==> src/rtl/uart_tx.sv <==
// uart_tx: drains the TX fifo one word per frame (start, DataBits LSB-first, [parity], StopBits); parity bit only when UART_TX_PARITY_EN is defined.
// Latency: pop -> start bit on tx_o 2 edges later; tx_en_i low lets the current frame finish, then no further pops.
module uart_tx #(
    parameter int ClksPerBit = 868,
    parameter int DataBits   = 8,
    parameter int StopBits   = 1,
    parameter int ParityOdd  = 0
) (
    input  logic                clk_i,
    input  logic                rst_i,
    input  logic                tx_en_i,
    input  logic                fifo_empty_i,
    input  logic [DataBits-1:0] fifo_rd_data_i,
    output logic                fifo_rd_en_o,
    output logic                tx_o,
    output logic                busy_o
);

    localparam int BaudW = $clog2(ClksPerBit);
    localparam int BitW  = $clog2(DataBits);

    if (ClksPerBit < 2) begin : g_bad_clks
        $error("uart_tx: ClksPerBit must be >= 2");
    end
    if (DataBits < 5 || DataBits > 8) begin : g_bad_data
        $error("uart_tx: DataBits must be 5..8");
    end
    if (StopBits < 1 || StopBits > 2) begin : g_bad_stop
        $error("uart_tx: StopBits must be 1 or 2");
    end
    if (ParityOdd != 0 && ParityOdd != 1) begin : g_bad_par
        $error("uart_tx: ParityOdd must be 0 or 1");
    end

    typedef enum logic [2:0] {
        IDLE,
        FETCH,
        START,
        DATA,
`ifdef UART_TX_PARITY_EN
        PARITY,
`endif
        STOP
    } state_e;

    state_e              state_q, state_d;
    logic [BaudW-1:0]    baud_q, baud_d;
    logic [BitW-1:0]     bit_q, bit_d;
    logic [DataBits-1:0] shift_q, shift_d;
    logic                tx_q, tx_d;
    logic                bit_end;
`ifdef UART_TX_PARITY_EN
    logic                par_q, par_d;
`endif

    assign fifo_rd_en_o = (state_q == IDLE) && tx_en_i && !fifo_empty_i && !rst_i;
    assign bit_end      = (baud_q == BaudW'(ClksPerBit - 1));
    assign tx_o         = tx_q;

    always_ff @(posedge clk_i or posedge rst_i) begin
        if (rst_i) begin
            state_q <= IDLE;
            baud_q  <= '0;
            bit_q   <= '0;
            shift_q <= '0;
            tx_q    <= 1'b1;
`ifdef UART_TX_PARITY_EN
            par_q   <= 1'b0;
`endif
        end else begin
            state_q <= state_d;
            baud_q  <= baud_d;
            bit_q   <= bit_d;
            shift_q <= shift_d;
            tx_q    <= tx_d;
`ifdef UART_TX_PARITY_EN
            par_q   <= par_d;
`endif
        end
    end

    always_comb begin
        state_d = state_q;
        baud_d  = baud_q;
        bit_d   = bit_q;
        shift_d = shift_q;
`ifdef UART_TX_PARITY_EN
        par_d   = par_q;
`endif
        case (state_q)
            IDLE: begin
                if (fifo_rd_en_o) begin
                    state_d = FETCH;
                end
            end
            FETCH: begin
                shift_d = fifo_rd_data_i;
                baud_d  = '0;
                bit_d   = '0;
`ifdef UART_TX_PARITY_EN
                par_d   = (^fifo_rd_data_i) ^ (ParityOdd != 0);
`endif
                state_d = START;
            end
            START: begin
                if (bit_end) begin
                    baud_d  = '0;
                    state_d = DATA;
                end else begin
                    baud_d = baud_q + BaudW'(1);
                end
            end
            DATA: begin
                if (bit_end) begin
                    baud_d  = '0;
                    shift_d = shift_q >> 1;
                    if (bit_q == BitW'(DataBits - 1)) begin
                        bit_d = '0;
`ifdef UART_TX_PARITY_EN
                        state_d = PARITY;
`else
                        state_d = STOP;
`endif
                    end else begin
                        bit_d = bit_q + BitW'(1);
                    end
                end else begin
                    baud_d = baud_q + BaudW'(1);
                end
            end
`ifdef UART_TX_PARITY_EN
            PARITY: begin
                if (bit_end) begin
                    baud_d  = '0;
                    state_d = STOP;
                end else begin
                    baud_d = baud_q + BaudW'(1);
                end
            end
`endif
            STOP: begin
                // bit_cnt is reused to count stop bits
                if (bit_end) begin
                    baud_d = '0;
                    if (bit_q == BitW'(StopBits - 1)) begin
                        bit_d   = '0;
                        state_d = IDLE;
                    end else begin
                        bit_d = bit_q + BitW'(1);
                    end
                end else begin
                    baud_d = baud_q + BaudW'(1);
                end
            end
            default: begin
                state_d = IDLE;
            end
        endcase
    end

    // tx is derived from the next state so the line changes on the same edge as the state
    always_comb begin
        busy_o = (state_q != IDLE);
        case (state_d)
            START:   tx_d = 1'b0;
            DATA:    tx_d = shift_d[0];
`ifdef UART_TX_PARITY_EN
            PARITY:  tx_d = par_q;
`endif
            default: tx_d = 1'b1;
        endcase
    end

endmodule

==> config.mk <==
export PLATFORM = sky130hd
export DESIGN_NAME = uart_tx
export DESIGN_NICKNAME = d
export VERILOG_FILES = /design/src/rtl/uart_tx.sv
export SDC_FILE = /design/constraint.sdc
export NUM_CORES = 1
export LEC_CHECK = 0
export BUFFER_PORTS_ARGS = -buffer_cell sky130_fd_sc_hd__buf_2
export CAP_MARGIN = 20
export CORE_MARGIN = 2
export CORE_UTILIZATION = 34
export CTS_CLUSTER_DIAMETER = 150
export CTS_CLUSTER_SIZE = 12
export DETAILED_ROUTE_END_ITERATION = 6
export GPL_TIMING_DRIVEN = 0
export HOLD_SLACK_MARGIN = 0.03
export PLACE_DENSITY = 0.63
export SLEW_MARGIN = 10
export SYNTH_ARGS = -nofsm -noshare
export SYNTH_HDL_FRONTEND = slang
export SYNTH_SLANG_ARGS = --single-unit
==> constraint.sdc <==
create_clock -name clk_i -period 1.7 [get_ports clk_i]
set_input_delay 0.255 -clock clk_i [delete_from_list [all_inputs] [get_ports clk_i]]
set_output_delay 0.255 -clock clk_i [all_outputs]
set_load 0.01 [all_outputs]
== Word-level counts from Yosys, hierarchy flattened ==
Index checks and enable logic that the tools add are counted.
Operators by class
  add/subtract/negate cells: 2
  equal/unequal tests: 10
  mux-type cells: 17
  reduce and logical (&&, ||, !) cells: 14
Operators with widths (count)
  $mux W3: 10
  $pmux W10 S2: 1
  $pmux W8 S2: 1
  $pmux W3 S5: 1
  $eq A3 B2 Y1 const B: 4
  $add A10 B1 Y10 const B: 1
  $eq A10 B10 Y1 const B: 1
  $mux W10: 1
  $pmux W3 S3: 1
  $mux W8: 1
  $eq A3 B3 Y1 const B: 2
  $logic_not A3 Y1: 2
  $reduce_bool A3 Y1: 2
  $ne A2 B2 Y1 const B: 2
  $reduce_bool A2 Y1: 2
  $add A3 B1 Y3 const B: 1
  $eq A3 B1 Y1 const B: 1
  $logic_and A1 B1 Y1: 3
  $reduce_and A3 Y1: 1
  $reduce_or A3 Y1: 1
  $logic_not A1 Y1: 2
  $pmux W1 S2: 1
  $reduce_and A2 Y1: 1
Storage, ports and cells
  register bits after elaboration: 25
  input bits: 12
  output and inout bits: 3

== Depth between registers and ports, before layout ==
Gate-level depths: netlist of run 1.
  depth in word-level cells: 8
  gate-level depth with buffers: 7
  gate-level depth less buffers: 6

== Worst setup path before layout of run 1 ==
No wires, ideal clock.
  path type: register to register
  start: register baud_q[0]
  end: register tx_q (netlist: tx_o)
  library setup time: 77 ps
  data arrival time: 1695 ps
  data required time: 1623 ps
  setup slack: -72 ps
  stages on the path, launching flop included: 8
  path buffers: 2
  path through: dfrtp_1 ha_1 and4b_1 buf_6 and3_4 buf_6 a221o_1 a21bo_1
On the way
  longest elaborated chain between the ends: 5
  elaborated cells on any way between the ends: 10
RTL lines
  start, declared: RTL line 47  | logic [BaudW-1:0] baud_q, baud_d;
  start signal, assigned: RTL line 72  | baud_q <= baud_d;
  $eq A10 B10 Y1 (*): RTL line 57  | assign bit_end = (baud_q == BaudW'(ClksPerBit - 1));
  $mux W3 (on tied branches): RTL line 143, 106, 114
  $pmux W3 S5 (*): RTL line 90  | case (state_q)
  named net state_d[0]: RTL line 46  | state_e state_q, state_d;
  $eq A3 B2 Y1: RTL line 164  | case (state_d)
  $pmux W1 S2 (*): RTL line 164
  named net tx_d: RTL line 50  | logic tx_q, tx_d;
  end signal, assigned: RTL line 75  | tx_q <= tx_d;
  end, declared: RTL line 50
Mark *: on every way through the listed nets, which the timed path passes. The rest lies on a longest branch. The select of a mux whose other input is x is not followed.
A chain may end at the register's enable or synchronous reset.

== Worst setup path in the final report of run 1 ==
  start: register state_q[2]
  end: output fifo_rd_en_o
On the way
  longest elaborated chain between the ends: 4
RTL lines
  start, declared: RTL line 46
  start signal, assigned: RTL line 71  | state_q <= state_d;
  $logic_not A3 Y1: RTL line 56  | assign fifo_rd_en_o = (state_q == IDLE) && tx_en_i && !fifo_empty_i && !rst_i;
  $logic_and A1 B1 Y1 (3 in a row): RTL line 56
  end, declared: RTL line 14  | output logic fifo_rd_en_o,
Every way passes these cells.

==> results.md, run 1 <==
- The flow ran to the end, but the final reports show violations.
- The checks that failed: setup timing.
- By area, the combinational part of the netlist is dominated by compound AO/OA/AOI/OAI gates.
- After synthesis the netlist holds a flip-flop and latch count of 25.
- Detailed placement ended at an HPWL of between 2 and 2.5 mm.
- After technology mapping, the gate count stands at about 150.
- Including well taps, the total number of placed cells is 213.
- The count of nets left with antenna violations after detail routing is 0.
- For hold timing, the worst endpoint is shift_q[7].
- The sort of element at the end of the critical path is an output pin.
- Across the VDD grid, the largest voltage drop is 0.000436 V.
- The overall routed net length is 3.82 mm.
- After layout, the minimum clock period comes to about 1900 ps.
- The core area is 4090 um2.
- The count of flip-flops with a built-in enable after synthesis is 0.
- The end of the worst register-to-register path is baud_q[6].
- The final worst setup slack is -217 ps.
- For this design the static power due to leakage is 0.907 nW.
- The die width is 69.8 um.
- In the final routing, the length of wire on met1 measures 1.79 mm.
- For flop-to-flop paths, the worst setup slack is -70 ps.
- The number of warnings issued by yosys is 0.
- The worst setup path is launched from a flip-flop.
- The H-tree depth is 1.
- The adder-cell area share of the yosys netlist is 0.0340.
- The most common library cell in the layout ignoring fill and taps is dfrtp_1.
- Of the cells placed in the final design, the portion with a size suffix greater than 1 is 0.360.
- The root buffer selected by CTS is clkbuf_8.
- Relative to the synthesized area, the layout overhead comes to 33.1%.
- The number of hold violations in the final report was 0.
- 15 I/O pins were placed.
- TritonCTS built the clock tree.
- For this run, the register share of the synthesized area comes to 0.426.
- At the placement stage, the worst setup path has a slack of -124 ps.
- In this run the tightest slew margin relative to its limit is 0.731.
- The number of DRC violations after detailed-routing iteration 0 is 81.
- The post-synthesis simple-gate area fraction is 0.200.
- At the pin with the least slew margin, the transition time is around 400 ps.
- The library cells used most frequently in the layout, excluding fill and tap cells, are dfrtp_1, buf_2, buf_4, buf_6.
- The fraction of the mapped netlist area in compound gates is 0.255.
- The start point of the worst hold path is fifo_rd_data_i[7].
- The class of the tightest hold or removal check is in -> reg.
- The pin count of the biggest net entering global routing is 26.
- After detailed routing, the number of remaining DRC violations is 0.
- The total routing usage reported by global routing is 0.139.
- The worst-skew pair later-pin latency is 270 ps.
- Along the worst hold path, the cell count comes to 3.
- The die height is ~70 um.
- The die covers 4870 um2.
- The launch instance of the worst register-to-register path is state_q[2].
- After layout, the design draws a total of 2.45 mW.
- The number of optimization iterations in the first detailed-route pass is 4.
- The portion of synthesized area spent on multiplexers is 0.0230.
- The number of buffer cells added on primary ports is 14.
- The cell row count is 23.
- The share of the synthesized netlist area taken by xor and xnor gates is 0.
- The highest net fanout along the worst path is 10.
- Excluding fillers, the count of instances in the completed layout stands at 236.
- The first global-routing pass estimated 5.62 mm of wire.
- The synthesized netlist occupies a cell area of between 1000 and 1500 um2.
- The worst register-to-register path has a depth of 6.
- The critical path is of the reg -> out type.
- Yosys mapped the design onto between 40 and 50 distinct sky130hd cell types.
- Wire segments on met3 add up to 83 um in the final route.
- Setup violations remaining at the end of the flow were counted as 8.
- The initial antenna violation count is 0.
- Once placement finished, the instance area stood at approximately 1600 um2.
- The dominant register cell in the synthesized netlist is dfrtp_1.
- The effective utilization at floorplan is 0.360.
- The mean post-synth cell area is ~9.9 um2.
- After routing the design area is 1960 um2.
- The highest metal layer carrying signal wires in the routed design is met4.
- For this run, asynchronously set or reset flops after synthesis account for 1.00.
- The amount of wire on met2 after detailed routing is ~1.9 mm.
- The final weighted congestion in routability-driven placement is 0.861.
- Setup repair after global routing could not meet its margin everywhere.
- Global routing finished with a remaining overflow of 0.
- The clock skew after layout is 4.33 ps.
- The routed layout has 1353 vias.
- For the worst setup path, the data required time is 1440 ps.
- 0 antenna diodes ended up in the layout.
- The clock sink count is 25.
- The maximum clock insertion buffer count is 2.
- The number of buffers created by CTS is 3.
- The summed negative setup slack over all endpoints is -555 ps.
- STA puts the critical path data arrival time at ~1700 ps.
- The highest clock frequency the design can meet is 522 MHz.
- The routed via count divided by cell count is approximately 5.7.
- In the finished design, the share of the clock period the worst path needs comes to 1.13.
- The number of nets in the synthesized netlist is 165.
- The power per standard cell area is 1250 nW/um2.
- The max-slew violation total from the final report was 0.
- The number of global-route vias before repair is 1220.
- Clock-pin slew was measured on the worst setup and hold paths at 80 ps.
- The final layout net count is approximately 200.
- The max-cap check violation count is 0.
- The wire length per cell after detailed routing is between 15 and 20 um.
==> registers in the layout, summed over array words and instances (netlist names) <==
register,flops
baud_q,10
bit_q,3
shift_q,8
state_q,3
tx_o,1
==> kinds of logic (layout without fill, tap and decap cells) <==
family          count (synthesis)  in the layout
compound gates                 51             51
fa+ha+maj                       4              4
buf+inv                        16             53
flops                          25             25
mux                             3              3
simple gates                   50             50
==> critical path: stages (launching register included) <==
cell and delay [ps]:
dfrtp_1 400, buf_6 140, or3_4 370, nor4b_4 290, buf_2 190
==> where the power goes <==
part,internal [mW],leakage [nW],switching (mW),total (mW)
combinational,0.577,0.580,0.503,1.08
clock,0.168,0.0228,0.187,0.355
sequential,0.815,0.304,0.204,1.02
total,1.56,0.907,0.894,2.45
==> how the worst max path moves through the flow <==
stage,start,endpoint
2_1_floorplan,baud_q[1],shift_q[6]
3_3_place_gp,baud_q[1],tx_o
3_5_place_dp,state_q[0],tx_o
4_1_cts,state_q[1],fifo_rd_en_o
5_1_grt,state_q[2],fifo_rd_en_o
6_report,state_q[2],fifo_rd_en_o
==> final cells by class <==
type                    instances  area (um2)
multi-input cells             108         848
well taps                      50        62.6
fillers                       382        2130
inverters                       7        26.3
plain buffers                   7        62.6
flip-flops and latches         25         628
repair buffers                 35         285
clock buffers                   4        45.0
==> layer usage <==
metal | global-route usage | up-vias
met2 | 0.230 | 22
met1 | 0.189 | 684
met4 | 0.0449 | 0
li1 | - | 643
met5 | 0 | -
met3 | 0.0160 | 4
==> what timing repair did <==
item                                    in CTS  in global routing
pin swaps                                    8                 23
setup buffers                                9                  9
endpoints found under the setup margin      15                 22
hold buffers                                 0                  1
gates resized for setup                      8                 25
cloned                                       1                  0
hold endpoints to repair                     0                  3
==> cell usage after synthesis (2+ instances only) <==
library cell	n	area, um2
clkbuf_1	3	11.3
nand2_1	10	37.5
ha_1	4	50.1
o22ai_1	5	31.3
inv_1	7	26.3
a41o_1	3	30.0
a31oi_1	9	56.3
buf_6	3	33.8
mux2_2	2	22.5
and2_1	3	18.8
nand3_1	5	25.0
a2bb2oi_1	5	43.8
and3_1	3	18.8
o21ai_1	8	40.0
nand4_1	4	25.0
buf_4	2	15.0
a21oi_1	7	35.0
nor2b_1	4	25.0
nor2_1	9	33.8
dfrtp_1	24	601
nand2b_1	3	18.8
==> through the flow <==
step / util / hold WS [ps]
after global placement: 0.393 / 500
after floorplan: - / 282
after CTS: 0.426 / 235
after global routing: 0.479 / 262
final: 0.479 / 234
after detailed placement: 0.393 / 505
No activity file was read; power rests on OpenSTA's default activity.
==> run 2: changes to the inputs <==
- ABC_AREA: unset -> 1
==> results.md, run 2 <==
- The flow ran to the end, and the final reports show no timing, DRC or antenna violations.
- The max-slew violation total from the final report is 0 (unchanged).
- The final worst setup slack is 72.0 ps (+289 ps).
- The clock-pin slew on the worst setup and hold paths is 90 ps (about the same).
- The worst slew slack as a fraction of its limit is 0.662 (-0.0691).
- The count of flip-flops with a built-in enable after synthesis was 0 (unchanged).
- The HPWL reported at the end of detailed placement is 2.18 mm (-6.2%).
- The setup slack on the worst flop-to-flop path is 170 ps (+240 ps).
- The number of remaining DRC errors came to 0 (unchanged).
- The highest net fanout along the worst path is 4 (-6).
- The leakage power total is 0.830 nW (-8.5%).
- The library cell used most frequently in the layout, excluding fill and tap cells, is nand2_1.
- The power per standard cell area came to 593 nW/um2 (-53%).
- The setup-violating endpoint count in the final report is 0 (-8).
- The summed instance area of the synthesized netlist is 1490 um2 (+1.3%).
- The number of global-route vias before repair was 1215 (-0.41%).
- The initial antenna violation count is 0 (unchanged).
- The launch instance of the worst register-to-register path is baud_q[0].
- The number of warnings issued by yosys is 0 (unchanged).
- STA classifies the critical path endpoint as an output pin.
- The share of synthesized flip-flops with an asynchronous set or reset was 1.00 (unchanged).
- The top cell type's share of synthesized area is 0.403 (-0.00514).
- The number of buffers created by CTS is 3 (unchanged).
- The standard cell area after detailed placement was 1630 um2 (+1.2%).
- The worst slack at placement is 126 ps (+250 ps).
- The H-tree depth is 1 (unchanged).
- The clock sink count is 25 (unchanged).
- The critical path data required time came to 1440 ps (about the same).
- In the layout the commonest cells are nand2_1, nand3_1, dfrtp_1, inv_1, buf_2.
- The highest clock frequency the design can meet is 614 MHz (+18%).
- The endpoint identified for the worst register-to-register timing path is bit_q[0].
- The final weighted congestion in routability-driven placement is 0.842 (-2.2%).
- The wire length per cell after detailed routing came to 11.3 um (-30%).
- The overall routed net length is 2.98 mm (-22%).
- The net count of the mapped netlist is 209 (+27%).
- The count of nets left with antenna violations after detail routing is 0 (unchanged).
- By area the synthesized netlist is led by dfrtp_1, nand2_1, nand3_1, inv_1, ha_1.
- The flip-flop and latch area is 627 um2 (-0.20%).
- Ranked by flip-flop count, first place goes to baud_q.
- The slew of the pin with the lowest slew margin was 506 ps (+105 ps).
- The final layout net count is 229 (+13%).
- The longest individual stage delay on the worst path came to 430 ps (+30 ps).
- The area of all placed cells without fillers is 1710 um2 (-13%).
- The pin count of the biggest net entering global routing was 26 (unchanged).
- The count of unique library cells instantiated by Yosys is 31 (-34%).
- The critical path startpoint category is a flip-flop.
- Counting instances in the post-synthesis netlist gives the leading cell types as nand2_1, nand3_1, dfrtp_1, inv_1, nor2_1.
- The multi-input gate area in the final layout was 756 um2 (-11%).
- The path depth of the worst reg2reg path is 9 (+3).
- The die footprint is 4930 um2 (+1.2%).
- The root buffer cell chosen for the clock tree is clkbuf_8.
- The minimum period implied by the final worst setup slack is 1630 ps (-289 ps).
- The total global routing overflow is 0 (unchanged).
- The number of gates resized after cts is 0 (-8).
- The worst setup path is of the reg -> out kind.
- The die height is 70.2 um (+0.60%).
- The cell row count was 24 (+4.3%).
- The core area is 4290 um2 (+5.1%).
- The post-synthesis to final-layout area growth is 14.8%.
- The total routing usage reported by global routing is 0.131 (-0.00756).
- The worst-skew pair later-pin latency is 270 ps (about the same).
- The data arrival at the endpoint of the critical path is 1370 ps (-290 ps).
- The flip-flop and latch count after synthesis came to 25 (unchanged).
- The number of buffers inserted by hold repair at cts is 0 (unchanged).
- The number of optimization iterations in the first detailed-route pass is 4 (unchanged).
- The mean post-synth cell area is 7.72 um2 (-22%).
- The fraction of final layout cells sized beyond drive strength 1 is 0.236 (-0.124).
- The clock skew after layout is 3.22 ps (-1.10 ps).
- The dominant register cell in the synthesized netlist is dfrtp_1.
- The number of flip-flops under the largest register name is 10 (unchanged).
- The worst IR drop on VDD came to 0.000263 V (-40%).
- Broken down by cell family, the worst path's largest delay share belongs to flip-flops.
- The path class of the tightest hold or removal check is in -> async.
- The routed via count is 1295 (-4.3%).
- The TritonCTS clock tree is done.
- The top-level port count is 15 (unchanged).
- The max-cap check violation count is 0 (unchanged).
- The number of DRC violations after detailed-routing iteration 0 was 99 (+22%).
- In the final layout, the registers with the most flip-flops are baud_q (10), shift_q (8).
- The die width came to 70.2 um (+0.60%).
- The final period utilization was 0.958 (-0.170).
- The first-pass GRT wire length came to 5.30 mm (-5.8%).
- The number of hold violations in the final report is 0 (unchanged).
- The instance count of the mapped netlist came to 193 (+30%).
- The largest individual stage delay along the critical path comes from the cell dfrtp_1.
- The number of buffer cells added on primary ports is 14 (unchanged).
- The number of buffers added for setup after CTS is 0 (-9).
- In the post-synthesis netlist, the cell with the most instances is nand2_1.
- The signal on the critical path passes through nor2_2 > inv_1 > nor2_2 > nand2_1 > inv_1 > buf_2.
- The maximum clock insertion buffer count is 2 (unchanged).
- The sequential area share after synthesis was 0.421 (-0.00537).
- The effective utilization at floorplan is 0.347 (-0.0130).
- dfrtp_1 takes more of the synthesized area than any other cell.
- The antenna diode instance count was 0 (unchanged).
- The total of fill cells in the finished design came to 446 (+17%).
- The routed via count divided by cell count is 4.91 (-14%).
- The combined buffer and inverter count along the critical path is 3 (+1).
## run 2: cell count changes after synthesis, moves of 5 or more
| cell | delta |
|---|---|
| a21oi_1 | -6 |
| o21ai_1 | -7 |
| inv_1 | +15 |
| nand2_2 | +5 |
| a31oi_1 | -8 |
| a2bb2oi_1 | -5 |
| nand3_1 | +26 |
| o21ai_0 | +6 |
| nand2_1 | +38 |
## run 2: layout make-up
| type | instances | area share |
|---|---|---|
| repair buffers | 15 | 0.0571 |
| inverters | 28 | 0.0644 |
| plain buffers | 2 | 0.00585 |
| multi-input cells | 138 | 0.442 |
| flip-flops and latches | 25 | 0.366 |
| clock buffers | 4 | 0.0263 |
| well taps | 52 | 0.0380 |
## run 2: worst reg2reg max path, stage by stage, from the launching register on
cell and delay (ps):
dfrtp_1 430, ha_2 250, nand2_1 110, nor2_4 150, nand2_2 130, inv_4 110, nand2_2 60, nand2_2 90
nand2_1 50, o21ai_0 70
## run 2: report_power, final
group / internal (mW) / total (mW) / switching (mW)
logic: 0.0210 / 0.0421 / 0.0212
registers: 0.604 / 0.609 / 0.00477
clock network: 0.168 / 0.364 / 0.196
total: 0.793 / 1.01 / 0.221
## run 2: logic make-up (layout without fill, tap and decap cells)
kind of cell | Yosys count | after routing | share of synthesized area
AND/OR/NAND/NOR | 113 | 113 | 0.369
buffers and inverters | 30 | 49 | 0.0806
AO/OA/AOI/OAI | 19 | 19 | 0.0848
XOR/XNOR | 2 | 2 | 0.0118
adder cells (fa/ha/maj) | 4 | 4 | 0.0336
flip-flops | 25 | 25 | 0.421
## run 2: through the flow
step           setup TNS, ps  std cells  utilization  hold slack (ps)  power (mW)
2_1_floorplan              0        193            -              282       0.638
3_3_place_gp               0        259        0.378              467       0.656
3_5_place_dp               0        259        0.378              469       0.657
4_1_cts                    0        263        0.389              182        1.02
5_1_grt                -31.2        264        0.398             43.5        1.06
6_report                   0        264        0.398             5.04        1.01
## run 2: how the worst max path moves through the flow
| stage | from | end | depth (start not counted) |
|---|---|---|---|
| 4_1_cts | state_q[1] | fifo_rd_en_o | 6 |
| 6_report | state_q[1] | fifo_rd_en_o | 6 |
| 3_5_place_dp | baud_q[0] | bit_q[0] | 8 |
| 3_3_place_gp | baud_q[0] | bit_q[1] | 8 |
| 2_1_floorplan | baud_q[0] | bit_q[0] | 8 |
| 5_1_grt | state_q[1] | fifo_rd_en_o | 6 |
## run 2: per-layer routing
layer	vias to the layer above	global-route usage	share of wire	routed length [um]
met2	25	0.206	0.46	1360
met4	0	0.0534	0.016	47
met3	5	0.0115	0.037	111
met5	-	0	0	0
met1	600	0.187	0.49	1460
li1	665	-	-	-
